`config.mk`:
```
export PLATFORM = sky130hd
export DESIGN_NAME = la_vmux4_arb_flat
export DESIGN_NICKNAME = d
export VERILOG_FILES = /design/src/rtl/la_vmux4_arb_pkg.sv /design/src/rtl/la_vmux4_arb_if.sv /design/src/rtl/la_rrpick4.sv /design/src/rtl/la_vmux4_arb.sv /design/src/flat_wrapper.sv
export SDC_FILE = /design/constraint.sdc
export NUM_CORES = 1
export LEC_CHECK = 0
export ABC_AREA = 1
export CAP_MARGIN = 20
export CORE_MARGIN = 2
export CORE_UTILIZATION = 50
export CTS_BUF_LIST = sky130_fd_sc_hd__clkbuf_4
export CTS_CLUSTER_SIZE = 25
export DETAILED_ROUTE_END_ITERATION = 8
export PLACE_DENSITY = 0.85
export SETUP_SLACK_MARGIN = 0.05
export SLEW_MARGIN = 10
export SYNTH_ARGS = -nofsm -noshare
export SYNTH_HDL_FRONTEND = slang
export SYNTH_HIERARCHICAL = 1
export SYNTH_SLANG_ARGS = --single-unit
```
`constraint.sdc`:
```
create_clock -name clk -period 6.1 [get_ports clk]
set_clock_uncertainty 0.1 [all_clocks]
set_input_delay 0.61 -clock clk [delete_from_list [all_inputs] [get_ports clk]]
set_output_delay 0.61 -clock clk [all_outputs]
set_load 0.01 [all_outputs]
```
`src/rtl/la_vmux4_arb_pkg.sv`:
```
// Shared constants and helpers for the 4-way round-robin arbiter/mux.
package la_vmux4_arb_pkg;

   localparam int unsigned NumReq = 4;
   localparam int unsigned PtrW   = 2;

   typedef logic [NumReq-1:0] req_t;
   typedef logic [PtrW-1:0]   ptr_t;

   function automatic req_t idx_to_onehot(ptr_t idx);
      req_t oh;
      oh      = '0;
      oh[idx] = 1'b1;
      return oh;
   endfunction

endpackage

```
`src/rtl/la_vmux4_arb_if.sv`:
```
// Requester and output channel bundle for la_vmux4_arb.
// in_last exists only when LA_VMUX4_ARB_LOCK_EN is defined.
interface la_vmux4_arb_if #(
   parameter int unsigned N = 1
) ();
   logic [3:0]   in_valid;
   logic [3:0]   in_ready;
   logic [N-1:0] in3;
   logic [N-1:0] in2;
   logic [N-1:0] in1;
   logic [N-1:0] in0;
`ifdef LA_VMUX4_ARB_LOCK_EN
   logic [3:0]   in_last;
`endif
   logic         out_valid;
   logic         out_ready;
   logic [N-1:0] out;
   logic [3:0]   out_sel;

   modport master (
      output in_valid, in3, in2, in1, in0,
`ifdef LA_VMUX4_ARB_LOCK_EN
      output in_last,
`endif
      output out_ready,
      input  in_ready, out_valid, out, out_sel
   );

   modport slave (
      input  in_valid, in3, in2, in1, in0,
`ifdef LA_VMUX4_ARB_LOCK_EN
      input  in_last,
`endif
      input  out_ready,
      output in_ready, out_valid, out, out_sel
   );
endinterface

```
`src/rtl/la_rrpick4.sv`:
```
// Combinational 4-way round-robin picker: requester ptr has top priority.
module la_rrpick4
   import la_vmux4_arb_pkg::*;
#(
   parameter string PROP = "DEFAULT"
) (
   input  req_t request,
   input  ptr_t ptr,
   output req_t gnt,
   output ptr_t winner
);

   logic found;
   ptr_t idx;

   always_comb begin
      gnt    = '0;
      winner = '0;
      found  = 1'b0;
      idx    = '0;
      for (int unsigned i = 0; i < NumReq; i++) begin
         idx = ptr + PtrW'(i);
         if (!found && request[idx]) begin
            gnt[idx] = 1'b1;
            winner   = idx;
            found    = 1'b1;
         end
      end
   end

endmodule

```
`src/rtl/la_vmux4_arb.sv`:
```
// Round-robin arbiter sharing one registered N-bit output slice among 4 requesters.
// Define LA_VMUX4_ARB_LOCK_EN to hold the grant across multi-beat packets (in_last).
module la_vmux4_arb
   import la_vmux4_arb_pkg::*;
#(
   parameter int unsigned N    = 1,
   parameter string       PROP = "DEFAULT"
) (
   input logic           clk,
   input logic           nreset,
   la_vmux4_arb_if.slave bus
);

   logic         out_valid_q, out_valid_d;
   logic [N-1:0] out_q, out_d;
   req_t         out_sel_q, out_sel_d;
   ptr_t         ptr_q, ptr_d;

   req_t         pick_gnt;
   ptr_t         pick_winner;
   req_t         gnt_c;
   ptr_t         winner;
   req_t         in_ready;
   logic         slot_free;
   logic         accept;
   logic [N-1:0] mux_data;
   logic [N-1:0] in_data [NumReq];

`ifdef LA_VMUX4_ARB_LOCK_EN
   logic lock_q, lock_d;
   ptr_t owner_q, owner_d;
`endif

   assign in_data[0] = bus.in0;
   assign in_data[1] = bus.in1;
   assign in_data[2] = bus.in2;
   assign in_data[3] = bus.in3;

   la_rrpick4 #(
      .PROP(PROP)
   ) u_pick (
      .request(bus.in_valid),
      .ptr    (ptr_q),
      .gnt    (pick_gnt),
      .winner (pick_winner)
   );

   always_comb begin
      slot_free = ~out_valid_q | bus.out_ready;
      gnt_c     = pick_gnt;
      winner    = pick_winner;
      accept    = slot_free & (|bus.in_valid);
`ifdef LA_VMUX4_ARB_LOCK_EN
      // While locked the owner is offered the slot even when it is idle.
      if (lock_q) begin
         gnt_c  = idx_to_onehot(owner_q);
         winner = owner_q;
         accept = slot_free & bus.in_valid[owner_q];
      end
`endif
      in_ready = gnt_c & {NumReq{slot_free}};
   end

   always_comb begin
      mux_data = '0;
      for (int unsigned i = 0; i < NumReq; i++) begin
         mux_data = mux_data | (in_data[i] & {N{gnt_c[i]}});
      end
   end

   always_comb begin
      out_valid_d = out_valid_q;
      out_d       = out_q;
      out_sel_d   = out_sel_q;
      ptr_d       = ptr_q;
`ifdef LA_VMUX4_ARB_LOCK_EN
      lock_d      = lock_q;
      owner_d     = owner_q;
`endif
      if (accept) begin
         out_valid_d = 1'b1;
         out_d       = mux_data;
         out_sel_d   = gnt_c;
         ptr_d       = winner + ptr_t'(1);
`ifdef LA_VMUX4_ARB_LOCK_EN
         if (!bus.in_last[winner]) begin
            lock_d  = 1'b1;
            owner_d = winner;
            ptr_d   = ptr_q;
         end else begin
            lock_d  = 1'b0;
         end
`endif
      end else if (bus.out_ready) begin
         out_valid_d = 1'b0;
         out_sel_d   = '0;
      end
   end

   always_ff @(posedge clk or negedge nreset) begin
      if (!nreset) begin
         out_valid_q <= 1'b0;
         out_q       <= '0;
         out_sel_q   <= '0;
         ptr_q       <= '0;
`ifdef LA_VMUX4_ARB_LOCK_EN
         lock_q      <= 1'b0;
         owner_q     <= '0;
`endif
      end else begin
         out_valid_q <= out_valid_d;
         out_q       <= out_d;
         out_sel_q   <= out_sel_d;
         ptr_q       <= ptr_d;
`ifdef LA_VMUX4_ARB_LOCK_EN
         lock_q      <= lock_d;
         owner_q     <= owner_d;
`endif
      end
   end

   assign bus.in_ready  = in_ready;
   assign bus.out_valid = out_valid_q;
   assign bus.out       = out_q;
   assign bus.out_sel   = out_sel_q;

endmodule

```
`src/flat_wrapper.sv`:
```
// flat-port wrapper written by rule: the top's interface ports become plain ports
module la_vmux4_arb_flat import la_vmux4_arb_pkg::*;
#(
   parameter int unsigned N    = 1,
   parameter string       PROP = "       "
)
  (clk, nreset, bus_in_valid, bus_in3, bus_in2, bus_in1, bus_in0, bus_out_ready, bus_in_ready, bus_out_valid, bus_out, bus_out_sel);
  la_vmux4_arb_if #(.N(N)) bus_i ();
  input logic clk;
  input logic nreset;
  input wire logic [$bits(bus_i.in_valid)-1:0] bus_in_valid;
  input wire logic [$bits(bus_i.in3)-1:0] bus_in3;
  input wire logic [$bits(bus_i.in2)-1:0] bus_in2;
  input wire logic [$bits(bus_i.in1)-1:0] bus_in1;
  input wire logic [$bits(bus_i.in0)-1:0] bus_in0;
  input wire logic [$bits(bus_i.out_ready)-1:0] bus_out_ready;
  output wire logic [$bits(bus_i.in_ready)-1:0] bus_in_ready;
  output wire logic [$bits(bus_i.out_valid)-1:0] bus_out_valid;
  output wire logic [$bits(bus_i.out)-1:0] bus_out;
  output wire logic [$bits(bus_i.out_sel)-1:0] bus_out_sel;
  assign bus_i.in_valid = bus_in_valid;
  assign bus_i.in3 = bus_in3;
  assign bus_i.in2 = bus_in2;
  assign bus_i.in1 = bus_in1;
  assign bus_i.in0 = bus_in0;
  assign bus_i.out_ready = bus_out_ready;
  assign bus_in_ready = bus_i.in_ready;
  assign bus_out_valid = bus_i.out_valid;
  assign bus_out = bus_i.out;
  assign bus_out_sel = bus_i.out_sel;
  la_vmux4_arb #(.N(N), .PROP(PROP)) u_core (.clk(clk), .nreset(nreset), .bus(bus_i));
endmodule
```
==> metrics <==
RSZ-0062 raised after global routing false; Period minus WS final ~3.5 ns; Critical Path Slowest Stage Cell clkdlybuf4s50_1; simple logic cell fraction of the synthesized area 48.5%; commonest non-fill, non-tap cell in the layout nand2_1; status finished clean; DR iter-0 viols 21; clock sink total 8; Die Ht approximately 45 um; worst path required time 5.39 ns; DP Wirelength 1.64 mm; CP max FO 10; #FFs+latches synth 8; max_cap viols 0; top_reg_cell synth dfrtp_1; global-route wire length before repair 3.39 mm; multiplexer share of the synthesized area 0%; overall die area ~2100 um^2; Post-Synth Adder-Cell Area 7.31%; WL final ~2.0 mm; Seq/Total Area, Yosys a little under a quarter; vias in the first global route 831; routed len/inst 11.9 um; reg2reg path depth 12; TritonRoute pass-1 iters 4; Arr. time, crit path 2.84 ns; Least-Margin Pin Slew approximately 0.33 ns; Root Buffer clkbuf_4; area of the core around 1600 um^2; number of flops mapped to enable cells by yosys 0; synthesis-to-layout area growth 25.7%; Final Util 69.0%; worst reg2reg path startpoint u_core/ptr_q[0]; Post-Layout Inst Area 1080 um^2; initial antenna violation count 0; Mapped Avg Cell Area 6.63 um^2; routability congestion estimate 0.985; PortBufs 20; Final Setup Violations 0; R2R Path End u_core/bus.out_sel[2]; Antenna diodes 0; Total Nets Final roughly 170; post-DR vias/cell 5.28; setup TNS 0 ns; most frequent cells in the layout 35 x nand2_1, 20 x clkdlybuf4s50_1, 18 x nand3_1; complex-gate fraction of the synthesized area 9.21%; fmax 0.282 GHz; Pwr Density 575 nW/um^2; setup slack after layout 2.55 ns; total track usage 23.1%; relative slew slack 78.2%; Synth Cell Area 856 um^2; Antenna Nets Post-Route 0; Worst-Skew Late Latency 0.25 ns; flop2flop setup slack about 3.8 ns; critical path class reg2out; hold path cells 2; min-delay src u_core/bus.out; largest net degree at the start of global routing 13; post-synth net total 145; Leak 0.000545 uW; Yosys warnings 6; largest family of logic cells by synthesized area simple AND/OR/NAND/NOR gates; async set-reset flop share out of synthesis 100%; crit-path leading delay family buffers and inverters; Pins Over Slew Limit 0; standard-cell rows 14; Hold Path Class reg2reg; DRC 0; CTS buffer count 3; WP buf/inv 4; DP Area 1050 um^2; endpoints failing hold 0; Resize count post-CTS 0; worst hold path endpoint u_core/bus.out; CTS clock-pin slew for the worst setup and hold paths 0.05 ns; Die X 45.4 um; cell count after synthesis 129; peak supply drop 0.382 mV; GR Overflow Total 0; Yosys cell types 20; Hold Buf Count CTS 0; Critical Path, Cell by Cell inv_2, ha_1, inv_1, nand3_1, nand2_1, nor2_2, a21oi_1, nand3_1, inv_1, nor2_1, clkdlybuf4s50_1; Post-CTS Setup Inserts 0; Place WS 2.68 ns; Post-Synth XOR/XNOR Area slightly above 1%; Critical Path Source Type flip-flop; CTS tree built; Filler cells 148; H-Tree Depth 1; CTS Buffer Depth 2; I/O Pins 21; layout cells sized above 1 17.3%; starting density of the core 54.9%; max incr delay on CP 0.56 ns; Crit. End Element primary output; hold slack 0.382 ns; DR vias 876; Tcrit/Tclk final 58.2%
-- cells by family (layout without fill, tap and decap cells) --
| kind of cell | Yosys count | in the layout |
|---|---|---|
| buffers and inverters | 20 | 41 |
| AO/OA/AOI/OAI | 13 | 13 |
| XOR/XNOR | 1 | 1 |
| adder cells (fa/ha/maj) | 5 | 5 |
| AND/OR/NAND/NOR | 82 | 82 |
| flip-flops | 8 | 8 |
-- cell type report --
| type | count | area, um^2 | area share (%) |
|---|---|---|---|
| multi-input combinational | 101 | 566 | 52.6 |
| sequential | 8 | 200 | 18.6 |
| timing repair buffer | 20 | 200 | 18.6 |
| inverter | 18 | 67.6 | 6.28 |
| clock buffer | 3 | 22.5 | 2.09 |
| tap | 16 | 20.0 | 1.86 |
-- where the power goes --
part	switching, uW	internal (uW)
sequential	23.3	73.4
clock	15.8	22.4
combinational	295	188
total	334	284
-- routing by layer --
layer	part of all wire (%)	track usage [%]	vias up
met4	2.5	17.1	0
met3	3.3	3.17	5
met2	49	35.7	27
li1	-	-	463
met5	0	0	-
met1	45	29.2	381
-- Yosys cell counts (2+ instances only) --
| cell | number | share of area (%) |
|---|---|---|
| nand4_1 | 6 | 4.4 |
| nand2_1 | 35 | 15 |
| nor2_1 | 5 | 2.2 |
| ha_1 | 5 | 7.3 |
| inv_2 | 4 | 1.8 |
| dfrtp_1 | 8 | 23 |
| nand3_1 | 18 | 11 |
| nor2_2 | 3 | 2.2 |
| buf_6 | 2 | 2.6 |
| inv_1 | 14 | 6.1 |
| nand2_2 | 11 | 8.0 |
| a21oi_1 | 7 | 4.1 |
| a21boi_0 | 4 | 3.5 |
-- worst register-to-register path, delay by kind of cell, from the launching register on --
kind / cells / cell delay (ns)
AOI/OAI and AO/OA: 1 / 0.10
adders and majority gates: 1 / 0.40
buffers and inverters: 3 / 0.34
DFF: 1 / 0.52
and+or+nand+nor: 7 / 0.82
-- state kept, by name, summed over array words and instances (netlist names) --
| signal | count |
|---|---|
| u_core/bus.out | 1 |
| u_core/bus.out_valid | 1 |
| u_core/bus.out_sel | 4 |
| u_core/ptr_q | 2 |
-- through the flow --
step / std cells / total power [uW]
4_1_cts: 166 / 618
2_1_floorplan: 129 / 450
6_report: 166 / 618
3_3_place_gp: 163 / 563
5_1_grt: 166 / 682
3_5_place_dp: 163 / 574
-- worst max path at each step --
stage | start | endpoint | cells past startpoint
2_1_floorplan | u_core/ptr_q[0] | bus_in_ready[0] | 11
3_3_place_gp | bus_in_valid[3] | bus_in_ready[2] | 11
3_5_place_dp | bus_in_valid[1] | bus_in_ready[3] | 11
4_1_cts | u_core/ptr_q[0] | bus_in_ready[2] | 11
5_1_grt | u_core/ptr_q[0] | bus_in_ready[3] | 11
6_report | u_core/ptr_q[0] | bus_in_ready[2] | 11
Note: power is estimated with default switching activity, not from simulation.
